**src/rtl/cpu6_lsu_pkg.sv**
```systemverilog
`default_nettype none
// ============================================================================
// Module      : cpu6_lsu_pkg
// Description : Shared sizes, FSM encoding and latched-request layout for the
//               cpu6 load/store unit.
// Revision    : 1.0 - initial release
// ============================================================================
package cpu6_lsu_pkg;

    localparam int c_xlen = 32;
    localparam int c_be_w = 4;

    localparam logic [1:0] c_size_b = 2'b00;
    localparam logic [1:0] c_size_h = 2'b01;
    localparam logic [1:0] c_size_w = 2'b10;

    localparam int c_state_size = 2;

    typedef enum logic [c_state_size-1:0] {
        ST_IDLE = 2'd0,
        ST_REQ  = 2'd1,
        ST_WAIT = 2'd2,
        ST_DONE = 2'd3
    } state_t;

    // Request fields captured in IDLE; the bus side only ever sees this copy.
    typedef struct packed {
        logic              write;
        logic [1:0]        size;
        logic              uns;
        logic              misalign;
        logic [c_xlen-1:0] addr;
        logic [c_xlen-1:0] wdata;
    } req_t;

    // Size 2'b11 is illegal and behaves as a word access.
    function automatic logic misaligned(input logic [1:0] size, input logic [1:0] offset);
        case (size)
            c_size_b: return 1'b0;
            c_size_h: return offset[0];
            c_size_w: return offset != 2'b00;
            default:  return offset != 2'b00;
        endcase
    endfunction

endpackage
`default_nettype wire

```
**src/rtl/cpu6_lsu_if.sv**
```systemverilog
`default_nettype none
// ============================================================================
// Module      : cpu6_lsu_if
// Description : Valid/grant/rvalid data-bus bundle between the LSU (master)
//               and data memory (slave).
// Revision    : 1.0 - initial release
// ============================================================================
interface cpu6_lsu_if
    import cpu6_lsu_pkg::*;
#(
    parameter int XLEN = 32
);
    logic              bus_req;
    logic              bus_we;
    logic [XLEN-1:0]   bus_addr;
    logic [c_be_w-1:0] bus_be;
    logic [XLEN-1:0]   bus_wdata;
    logic              bus_gnt;
    logic              bus_rvalid;
    logic [XLEN-1:0]   bus_rdata;

    modport master (
        output bus_req, bus_we, bus_addr, bus_be, bus_wdata,
        input  bus_gnt, bus_rvalid, bus_rdata
    );

    modport slave (
        input  bus_req, bus_we, bus_addr, bus_be, bus_wdata,
        output bus_gnt, bus_rvalid, bus_rdata
    );
endinterface
`default_nettype wire

```
**src/rtl/cpu6_dfflr.sv**
```systemverilog
`default_nettype none
// ============================================================================
// Module      : cpu6_dfflr
// Description : Load-enabled flop bank with synchronous active-high reset to 0.
// Revision    : 1.0 - initial release
// ============================================================================
module cpu6_dfflr #(
    parameter int WIDTH = 1
) (
    input  wire logic             clk,
    input  wire logic             rst,
    input  wire logic             i_en,
    input  wire logic [WIDTH-1:0] i_d,
    output logic      [WIDTH-1:0] o_q
);

    always_ff @(posedge clk) begin
        if (rst) begin
            o_q <= '0;
        end else if (i_en) begin
            o_q <= i_d;
        end
    end

endmodule
`default_nettype wire

```
**src/rtl/cpu6_lsu_align.sv**
```systemverilog
`default_nettype none
// ============================================================================
// Module      : cpu6_lsu_align
// Description : Byte-lane steering for stores, extract/extend for loads and
//               alignment check, all combinational.
// Revision    : 1.0 - initial release
// ============================================================================
module cpu6_lsu_align
    import cpu6_lsu_pkg::*;
#(
    parameter int XLEN = 32
) (
    input  wire logic [1:0]        i_size,
    input  wire logic [1:0]        i_offset,
    input  wire logic              i_unsigned,
    input  wire logic [XLEN-1:0]   i_wdata,
    input  wire logic [XLEN-1:0]   i_rdata,
    output logic      [c_be_w-1:0] o_be,
    output logic      [XLEN-1:0]   o_wdata,
    output logic      [XLEN-1:0]   o_rdata,
    output logic                   o_misalign
);

    logic [XLEN-1:0] w_lane;

    // Bring the addressed byte/half down to bit 0 before extending.
    assign w_lane = i_rdata >> {i_offset, 3'b000};

    always_comb begin
        o_be       = 4'b1111;
        o_wdata    = i_wdata;
        o_rdata    = i_rdata;
        o_misalign = misaligned(i_size, i_offset);
        case (i_size)
            c_size_b: begin
                o_be    = 4'b0001 << i_offset;
                o_wdata = {4{i_wdata[7:0]}};
                o_rdata = {{24{~i_unsigned & w_lane[7]}}, w_lane[7:0]};
            end
            c_size_h: begin
                o_be    = 4'b0011 << i_offset;
                o_wdata = {2{i_wdata[15:0]}};
                o_rdata = {{16{~i_unsigned & w_lane[15]}}, w_lane[15:0]};
            end
            default: ;
        endcase
    end

endmodule
`default_nettype wire

```
**src/rtl/cpu6_lsu.sv**
```systemverilog
`default_nettype none
// ============================================================================
// Module      : cpu6_lsu
// Description : Load/store unit running E-stage memory requests over a
//               multi-cycle valid/grant/rvalid bus, stalling the core meanwhile.
// Revision    : 1.0 - initial release
// ============================================================================
module cpu6_lsu
    import cpu6_lsu_pkg::*;
#(
    parameter int XLEN = 32
) (
    input  wire logic            clk,
    input  wire logic            reset,
    input  wire logic            req_valid,
    input  wire logic            req_write,
    input  wire logic [1:0]      req_size,
    input  wire logic            req_unsigned,
    input  wire logic [XLEN-1:0] req_addr,
    input  wire logic [XLEN-1:0] req_wdata,
    output logic                 stall,
    output logic                 resp_valid,
    output logic      [XLEN-1:0] resp_rdata,
    output logic                 resp_misalign,
    cpu6_lsu_if.master           bus
);

    if (XLEN != 32) begin : g_xlen_check
        $error("cpu6_lsu: XLEN must be 32");
    end

    logic [c_state_size-1:0] r_state_q;
    state_t                  w_state;
    state_t                  w_state_nxt;
    req_t                    r_req;
    req_t                    w_req_d;
    logic                    w_idle;
    logic                    w_accept;
    logic                    w_bus_req;

    logic [1:0]        w_al_size;
    logic [1:0]        w_al_offset;
    logic              w_al_unsigned;
    logic [XLEN-1:0]   w_al_wdata;
    logic [c_be_w-1:0] w_be;
    logic [XLEN-1:0]   w_wdata;
    logic [XLEN-1:0]   w_rdata_ext;
    logic              w_misalign;

    logic              w_resp_en;
    logic [XLEN-1:0]   w_resp_d;

    cpu6_dfflr #(.WIDTH(c_state_size)) u_state (
        .clk  (clk),
        .rst  (reset),
        .i_en (1'b1),
        .i_d  (w_state_nxt),
        .o_q  (r_state_q)
    );

    assign w_state  = state_t'(r_state_q);
    assign w_idle   = (w_state == ST_IDLE);
    assign w_accept = w_idle && req_valid;

    // In IDLE the aligner looks at the live request (for the misalign
    // decision); afterwards it only ever sees the latched copy.
    assign w_al_size     = w_idle ? req_size       : r_req.size;
    assign w_al_offset   = w_idle ? req_addr[1:0]  : r_req.addr[1:0];
    assign w_al_unsigned = w_idle ? req_unsigned   : r_req.uns;
    assign w_al_wdata    = w_idle ? req_wdata      : r_req.wdata;

    cpu6_lsu_align #(.XLEN(XLEN)) u_align (
        .i_size     (w_al_size),
        .i_offset   (w_al_offset),
        .i_unsigned (w_al_unsigned),
        .i_wdata    (w_al_wdata),
        .i_rdata    (bus.bus_rdata),
        .o_be       (w_be),
        .o_wdata    (w_wdata),
        .o_rdata    (w_rdata_ext),
        .o_misalign (w_misalign)
    );

    always_comb begin
        w_req_d          = '0;
        w_req_d.write    = req_write;
        w_req_d.size     = req_size;
        w_req_d.uns      = req_unsigned;
        w_req_d.misalign = w_misalign;
        w_req_d.addr     = req_addr;
        w_req_d.wdata    = req_wdata;
    end

    cpu6_dfflr #(.WIDTH($bits(req_t))) u_req (
        .clk  (clk),
        .rst  (reset),
        .i_en (w_accept),
        .i_d  (w_req_d),
        .o_q  (r_req)
    );

    // Load data is captured on rvalid; stores and rejected accesses report 0.
    assign w_resp_en = ((w_state == ST_WAIT) && bus.bus_rvalid) || (w_accept && w_misalign);
    assign w_resp_d  = ((w_state == ST_WAIT) && !r_req.write) ? w_rdata_ext : '0;

    cpu6_dfflr #(.WIDTH(XLEN)) u_resp (
        .clk  (clk),
        .rst  (reset),
        .i_en (w_resp_en),
        .i_d  (w_resp_d),
        .o_q  (resp_rdata)
    );

    always_comb begin
        w_state_nxt = w_state;
        stall       = 1'b0;
        w_bus_req   = 1'b0;
        case (w_state)
            ST_IDLE: begin
                stall = req_valid;
                if (req_valid) begin
                    w_state_nxt = w_misalign ? ST_DONE : ST_REQ;
                end
            end
            ST_REQ: begin
                stall     = 1'b1;
                w_bus_req = 1'b1;
                if (bus.bus_gnt) begin
                    w_state_nxt = ST_WAIT;
                end
            end
            ST_WAIT: begin
                stall = 1'b1;
                if (bus.bus_rvalid) begin
                    w_state_nxt = ST_DONE;
                end
            end
            ST_DONE: begin
                w_state_nxt = ST_IDLE;
            end
            default: begin
                w_state_nxt = ST_IDLE;
            end
        endcase
    end

    assign resp_valid    = (w_state == ST_DONE);
    assign resp_misalign = r_req.misalign;

    assign bus.bus_req   = w_bus_req;
    assign bus.bus_we    = r_req.write;
    assign bus.bus_addr  = {r_req.addr[XLEN-1:2], 2'b00};
    assign bus.bus_be    = w_be;
    assign bus.bus_wdata = w_wdata;

endmodule
`default_nettype wire

```
**src/flat_wrapper.sv**
```systemverilog
// flat-port wrapper written by rule: the top's interface ports become plain ports
module cpu6_lsu_flat import cpu6_lsu_pkg::*;
#(
    parameter int XLEN = 32
)
  (clk, reset, req_valid, req_write, req_size, req_unsigned, req_addr, req_wdata, stall, resp_valid, resp_rdata, resp_misalign, bus_bus_req, bus_bus_we, bus_bus_addr, bus_bus_be, bus_bus_wdata, bus_bus_gnt, bus_bus_rvalid, bus_bus_rdata);
  cpu6_lsu_if #(.XLEN(XLEN)) bus_i ();
  input  wire logic clk;
  input  wire logic reset;
  input  wire logic req_valid;
  input  wire logic req_write;
  input  wire logic [1:0] req_size;
  input  wire logic req_unsigned;
  input  wire logic [XLEN-1:0] req_addr;
  input  wire logic [XLEN-1:0] req_wdata;
  output logic stall;
  output logic resp_valid;
  output logic      [XLEN-1:0] resp_rdata;
  output logic resp_misalign;
  output wire logic [$bits(bus_i.bus_req)-1:0] bus_bus_req;
  output wire logic [$bits(bus_i.bus_we)-1:0] bus_bus_we;
  output wire logic [$bits(bus_i.bus_addr)-1:0] bus_bus_addr;
  output wire logic [$bits(bus_i.bus_be)-1:0] bus_bus_be;
  output wire logic [$bits(bus_i.bus_wdata)-1:0] bus_bus_wdata;
  input wire logic [$bits(bus_i.bus_gnt)-1:0] bus_bus_gnt;
  input wire logic [$bits(bus_i.bus_rvalid)-1:0] bus_bus_rvalid;
  input wire logic [$bits(bus_i.bus_rdata)-1:0] bus_bus_rdata;
  assign bus_bus_req = bus_i.bus_req;
  assign bus_bus_we = bus_i.bus_we;
  assign bus_bus_addr = bus_i.bus_addr;
  assign bus_bus_be = bus_i.bus_be;
  assign bus_bus_wdata = bus_i.bus_wdata;
  assign bus_i.bus_gnt = bus_bus_gnt;
  assign bus_i.bus_rvalid = bus_bus_rvalid;
  assign bus_i.bus_rdata = bus_bus_rdata;
  cpu6_lsu #(.XLEN(XLEN)) u_core (.clk(clk), .reset(reset), .req_valid(req_valid), .req_write(req_write), .req_size(req_size), .req_unsigned(req_unsigned), .req_addr(req_addr), .req_wdata(req_wdata), .stall(stall), .resp_valid(resp_valid), .resp_rdata(resp_rdata), .resp_misalign(resp_misalign), .bus(bus_i));
endmodule
```
**config.mk**
```make
export PLATFORM = sky130hd
export DESIGN_NAME = cpu6_lsu_flat
export DESIGN_NICKNAME = d
export VERILOG_FILES = /design/src/rtl/cpu6_lsu_pkg.sv /design/src/rtl/cpu6_lsu_if.sv /design/src/rtl/cpu6_dfflr.sv /design/src/rtl/cpu6_lsu_align.sv /design/src/rtl/cpu6_lsu.sv /design/src/flat_wrapper.sv
export SDC_FILE = /design/constraint.sdc
export NUM_CORES = 1
export LEC_CHECK = 0
export ABC_AREA = 1
export BUFFER_PORTS_ARGS = -buffer_cell sky130_fd_sc_hd__buf_4
export CAP_MARGIN = 20
export CORE_MARGIN = 3
export CORE_UTILIZATION = 35
export DETAILED_ROUTE_END_ITERATION = 12
export HOLD_SLACK_MARGIN = 0.08
export PLACE_DENSITY_LB_ADDON = 0.12
export SYNTH_ARGS = -nofsm -noshare
export SYNTH_HDL_FRONTEND = slang
export SYNTH_SLANG_ARGS = --single-unit
```
**constraint.sdc**
```tcl
create_clock -name clk -period 1.8 [get_ports clk]
set_clock_uncertainty 0.15 [all_clocks]
set_input_delay 0.18 -clock clk [delete_from_list [all_inputs] [get_ports clk]]
set_output_delay 0.18 -clock clk [all_outputs]
set_load 0.05 [all_outputs]
```
# After elaboration in Yosys (flattened, before gate mapping)
# Index checks and enable logic that the tools add are counted.
# word_totals
regBits,103
input_bits,105
output_inout_bits,105
# op_classes
n_eq_ne,7
shifts,3
mux,16
n_bitwise,3
n_reduce_logical,11
# op_table
operator,count
one-hot mux 32 bit (2 select lines),2
2-to-1 mux 32 bit,2
right shift 32 x 5 -> 16 bit,1
2-to-1 mux 2 bit,6
one-hot mux 2 bit (4 select lines),1
one-hot mux 4 bit (2 select lines),1
inequality test 2 bit (second input constant),3
equality test 2 x 1 -> 1 bit (second input constant),2
equality test 2 bit (second input constant),2
logical AND 1 bit,4
zero test 2 bit,2
one-hot mux 1 bit (2 select lines),2
left shift 1 x 2 -> 4 bit (first input constant),1
left shift 2 x 2 -> 4 bit (first input constant),1
AND reduction 3 bit,1
AND 1 bit,2
2-to-1 mux 1 bit,2
nonzero test 2 bit,1
OR reduction 2 bit,1
zero test 1 bit,1
logical OR 1 bit,1
inverter 1 bit,1

# Logic depth before layout (Yosys ltp)
# logic_depth
ltp_word,7
mapped_depth,15
mapped_depth_nobuf,13

# Modules after synthesis
# From an unflattened synthesis, not the netlist that was laid out.
# unflattened
hier_cells,1127
hier_area_um2,6467.5
# by_module_without_submodules
mod,instances,cells_per_inst,area_each_um2,seq_area_each_um2
cpu6_dfflr at u_core.u_req,1,437,2861.5,1381.3
cpu6_dfflr at u_core.u_resp,1,203,1338.8,640.6
cpu6_lsu_align,1,251,1218.7,0.0
cpu6_lsu,1,223,967.2,0.0
cpu6_dfflr at u_core.u_state,1,13,81.3,40.0

# Least setup slack after synthesis
# OpenSTA, ideal clock, no wires.
# synth_path
kind,register to output
from,reg u_core.u_state.o_q[0]
to,out bus_bus_wdata[16]
arrival_ns,3.110
required_time_ns,1.470
slack_ns,-1.640
stages_incl_launch_ff,8
n_path_buf,2
path_cell_list,dfxtp_1 > inv_1 > ha_1 > buf_6 > clkbuf_1 > o21ai_0 > nor2_1 > a31oi_1
# synth_via
elab_chain_cells,4
word_cells_on_any_way,6
classes_between,eq/ne (1); mux (3); reduce/logical (2)
# synth_lines
element,line_no,rtl
"start, declared",cpu6_dfflr.sv:14,output logic [WIDTH-1:0] o_q
"start signal, assigned",cpu6_dfflr.sv:21,o_q <= i_d;
zero test 2 bit *,cpu6_lsu.sv:62,assign w_idle = (w_state == ST_IDLE);
2-to-1 mux 2 bit,cpu6_lsu.sv:67,assign w_al_size = w_idle ? req_size : r_req.size;
equality test 2 x 1 -> 1 bit or zero test 2 bit (tied branches),cpu6_lsu_align.sv:34,case (i_size)
one-hot mux 32 bit (2 select lines) *,cpu6_lsu_align.sv:34,
"end, declared",flat_wrapper.sv:24,output wire logic [$bits(bus_i.bus_wdata)-1:0] bus_bus_wdata;
# Mark *: on every way between the ends. The rest lies on a longest branch, timed or not.

# Worst setup path after layout
# layout_path
from,reg u_core.u_state.o_q[0]
to,out bus_bus_wdata[21]
# Same word-level chain as after synthesis.

==> reports/metrics.cfg <==
[die]
io_pins=210
starting_density_pct=36.4
die_height_um=136
chipWidth_um=136
fp-row-count=46
design.die.area_mm2=0.0184
core_area_mm2=0.0162

[clock_tree]
clock_tree.root_cell=sky130_fd_sc_hd__clkbuf_16
ctsLongestPathBuffers=2
tritoncts_num_sinks=103
clock_insertion_delay_worst_skew_ns=0.36
worst_setup_hold_path_clk_slew_ns=0.08
number_of_h_tree_levels=3
tritoncts=done
cts_buffers=9

[timing]
unrepaired_setup_endpoints_after_global_routing=yes
maxSlewViolCount=0
timing.final.hold_violations=0
fin_worst_hold_slack_ns=0.129
timing.fmax_mhz=429
layout_worst_path_cycle_share_pct=130
finalCriticalPeriod_ns=2.33
final.setup.worst_slack_ns=-0.534
setup_viol=70

[route]
viasPerCell=4.96
detail_route.wirelength_mm=23.5
remaining_antenna_violation_count_after_routing=0
drt_iter0_drc=530
wl_per_cell_um=16.6
drc=0
vias=6998
drt-pass1-iter-count=5

[place]
hpwl_mm=13.9
dpl_worst_slack_ns=-0.293
placement.io_buffers=207
cell_area_after_placement_mm2=0.00850
routabilityCongestion=0.839
post-place-cells=1275

[setup_path]
timing.critical_path.arrival_ns=2.00
worstSetupStartpointType=register
crit_required_ns=1.47
slowest_cell_on_crit_path=sky130_fd_sc_hd__dfxtp_2
path_delay_family=buffers and inverters
endpoint_kind=output port
worst-path-max-fanout=6
cell_chain_of_the_critical_path=inv_2, ha_4, buf_8, buf_4, buf_4, o21ai_4, nor2_2, a31oi_4, buf_6
number_of_buffer_and_inverter_instances_along_the_worst_setup_path=5
critical_path.most_common_cell=sky130_fd_sc_hd__buf_4
critical_path_max_stage_delay_ns=0.34
setup.worst_path.class=register to output port

[power_and_ir_drop]
pwr_density_mw_per_mm2=2020
power.combinational.fraction_pct=78.1
max-vdd-ir-drop_mv=1.95
clockPowerShare_pct=8.6
switching_share_pct=50.8
power.net_switching_w=0.0112
cellLeakagePower_nw=4.67
internal_power_w=0.0109
total_power_w=0.0221
share_seq_of_total_power_pct=13.3

[synthesis]
synthesis.area_mm2=0.00588
synth_top_cells_by_area=sky130_fd_sc_hd__dfxtp_1, sky130_fd_sc_hd__nand2_1, sky130_fd_sc_hd__o21ai_0
synth.ff_latch_count=103
synthFlopType=sky130_fd_sc_hd__dfxtp_1
most_instantiated_library_cell_after_synthesis=sky130_fd_sc_hd__nand2_1
ranking_of_synthesized_cells_by_instance_count=sky130_fd_sc_hd__nand2_1, sky130_fd_sc_hd__o21ai_0, sky130_fd_sc_hd__dfxtp_1
syn_inst=856
synth_top_cell_by_area=sky130_fd_sc_hd__dfxtp_1
asyncSetResetFlopFracSynth_pct=0
yosysSeqAreaShare_pct=35.1
synth.lib_cells_used.distinct=36
mean_instance_size_in_the_synthesized_netlist_um2=6.87
yosys_warnings=0
number_of_enable_flip_flop_cells_after_synthesis=0
post-synth-top-area-fraction_pct=35.1

[outcome]
violated_checks=setup timing
status=complete, but fails checks

[global_route]
grt_overflow_total=0
global_route_wire_length_before_repair_mm=34.7
overall_global_routing_usage_pct=23.6
grt_pass1_vias=6784
number_of_antenna_violations_at_the_first_check_in_global_routing=0
grt_start_max_net_pins=87

[cells_and_area]
diodes=0
layout.cell_area.non_filler_mm2=0.0109
seqCellArea_mm2=0.00206
post_route_cells_drive_above_1_share_pct=45.8
n_fill_cell=1357
final_net_count=1299
fin_cells=1411
multi_input_area_mm2=0.00401
area_growth_syn_to_layout_pct=86.0

[worst_hold_path]
holdCritPathClass=input port to register

[run]
max_cap_violations=0

-- per-stage QoR --
step                      setup TNS [ns]  utilization, %
final                             -26.75            67.6
after global routing              -33.06            67.6
after CTS                         -26.02            64.8
after detailed placement           -9.69            52.5
after global placement             -9.15            52.5
after floorplan                   -11.49               -
-- layout make-up --
cell class / instances / area share (%)
tap: 216 / 2.47
clock buffer: 10 / 2.09
multi-input combinational: 607 / 36.7
sequential: 103 / 18.9
inverter: 54 / 2.09
clock inverter: 6 / 0.400
timing repair inverter: 1 / 0.0572
timing repair buffer: 414 / 37.4
-- worst register-to-register path, stage by stage, from the launching register on --
cell	delay (ns)
sky130_fd_sc_hd__dfxtp_2	0.34
sky130_fd_sc_hd__inv_2	0.05
sky130_fd_sc_hd__ha_4	0.20
sky130_fd_sc_hd__buf_4	0.15
sky130_fd_sc_hd__buf_4	0.13
sky130_fd_sc_hd__nand2_4	0.07
sky130_fd_sc_hd__nand2_4	0.07
sky130_fd_sc_hd__buf_6	0.13
sky130_fd_sc_hd__nand2_1	0.07
sky130_fd_sc_hd__nand3_2	0.07
sky130_fd_sc_hd__nand2_2	0.10
sky130_fd_sc_hd__nand2_4	0.07
sky130_fd_sc_hd__nand2_8	0.12
sky130_fd_sc_hd__buf_12	0.12
sky130_fd_sc_hd__nand2_8	0.09
sky130_fd_sc_hd__nand2_2	0.08
sky130_fd_sc_hd__a21oi_2	0.04
-- layer usage --
layer / track usage, % / part of all wire, % / vias up
li1: - / - / 3467
met1: 28.9 / 42 / 3240
met2: 41.1 / 48 / 256
met3: 6.17 / 7.3 / 35
met4: 6.27 / 2.2 / 0
met5: 0 / 0 / -
-- cells in the final DEF (no fill, tap or decap), types with 4 or more instances in the layout --
| cell type | instances |
|---|---|
| sky130_fd_sc_hd__buf_4 | 235 |
| sky130_fd_sc_hd__nand2_1 | 144 |
| sky130_fd_sc_hd__dfxtp_1 | 101 |
| sky130_fd_sc_hd__nor2_1 | 81 |
| sky130_fd_sc_hd__dlygate4sd3_1 | 75 |
| sky130_fd_sc_hd__o21ai_0 | 72 |
| sky130_fd_sc_hd__buf_6 | 57 |
| sky130_fd_sc_hd__nand3_1 | 54 |
| sky130_fd_sc_hd__a21oi_1 | 44 |
| sky130_fd_sc_hd__inv_1 | 41 |
| sky130_fd_sc_hd__a21oi_2 | 33 |
| sky130_fd_sc_hd__nand2_2 | 27 |
| sky130_fd_sc_hd__nand2_4 | 21 |
| sky130_fd_sc_hd__nand3_2 | 20 |
| sky130_fd_sc_hd__buf_12 | 20 |
| sky130_fd_sc_hd__o21ai_4 | 18 |
| sky130_fd_sc_hd__buf_8 | 16 |
| sky130_fd_sc_hd__clkbuf_16 | 15 |
| sky130_fd_sc_hd__a211oi_1 | 14 |
| sky130_fd_sc_hd__nor2_2 | 12 |
| sky130_fd_sc_hd__o21ai_1 | 11 |
| sky130_fd_sc_hd__nand2_8 | 9 |
| sky130_fd_sc_hd__nor2_4 | 9 |
| sky130_fd_sc_hd__o221ai_4 | 8 |
| sky130_fd_sc_hd__a31oi_4 | 7 |
| sky130_fd_sc_hd__inv_2 | 6 |
| sky130_fd_sc_hd__o21ai_2 | 5 |
| sky130_fd_sc_hd__buf_16 | 5 |
| sky130_fd_sc_hd__inv_4 | 4 |
| sky130_fd_sc_hd__a21oi_4 | 4 |
-- path summary, 6_finish.rpt --
kind	to	slack, ns	startpoint	cells after the start
worst max-delay path	bus_bus_wdata[21]	-0.53	u_core.u_state.o_q[0]	9
worst min-delay path	u_core.u_resp.o_q[13]	0.13	bus_bus_rdata[13]	5
worst max register to register	u_core.u_resp.o_q[21]	-0.36	u_core.u_state.o_q[0]	16
worst min register to register	u_core.u_req.o_q[13]	0.31	u_core.u_req.o_q[13]	2
-- cell families after synthesis --
| group | after synthesis | synth area share [%] |
|---|---|---|
| other cells | 1 | 0.0638 |
| flops | 103 | 35.1 |
| mux | 1 | 0.170 |
| simple gates | 381 | 29.2 |
| compound gates | 218 | 21.1 |
| fa+ha+maj | 4 | 0.851 |
| buf+inv | 148 | 13.5 |
-- what timing repair did --
| item | 4_1_cts | 5_1_grt |
|---|---|---|
| buffers inserted | 28 | 10 |
| gates resized for setup | 152 | 84 |
| cloned | 7 | 6 |
| setup endpoints to repair | 69 | 120 |
| pin swaps | 22 | 26 |
| endpoints found under the hold margin | 75 | 0 |
| hold buffers | 75 | 0 |
-- state kept, by name, summed over array words and instances, names as in the netlist --
name,flops
u_core.u_resp.o_q,32
u_core.u_req.o_q,69
u_core.u_state.o_q,2
-- power by group through the flow --
stage	clock network, W	logic (W)	registers [W]
floorplan	0	0.00913	0.00314
detailed placement	0	0.0133	0.00297
finish	0.00190	0.0173	0.00293
global route	0.00202	0.0183	0.00298
CTS	0.00196	0.0161	0.00292
global placement	0	0.0133	0.00296
Note: power is estimated with default switching activity, not from simulation.
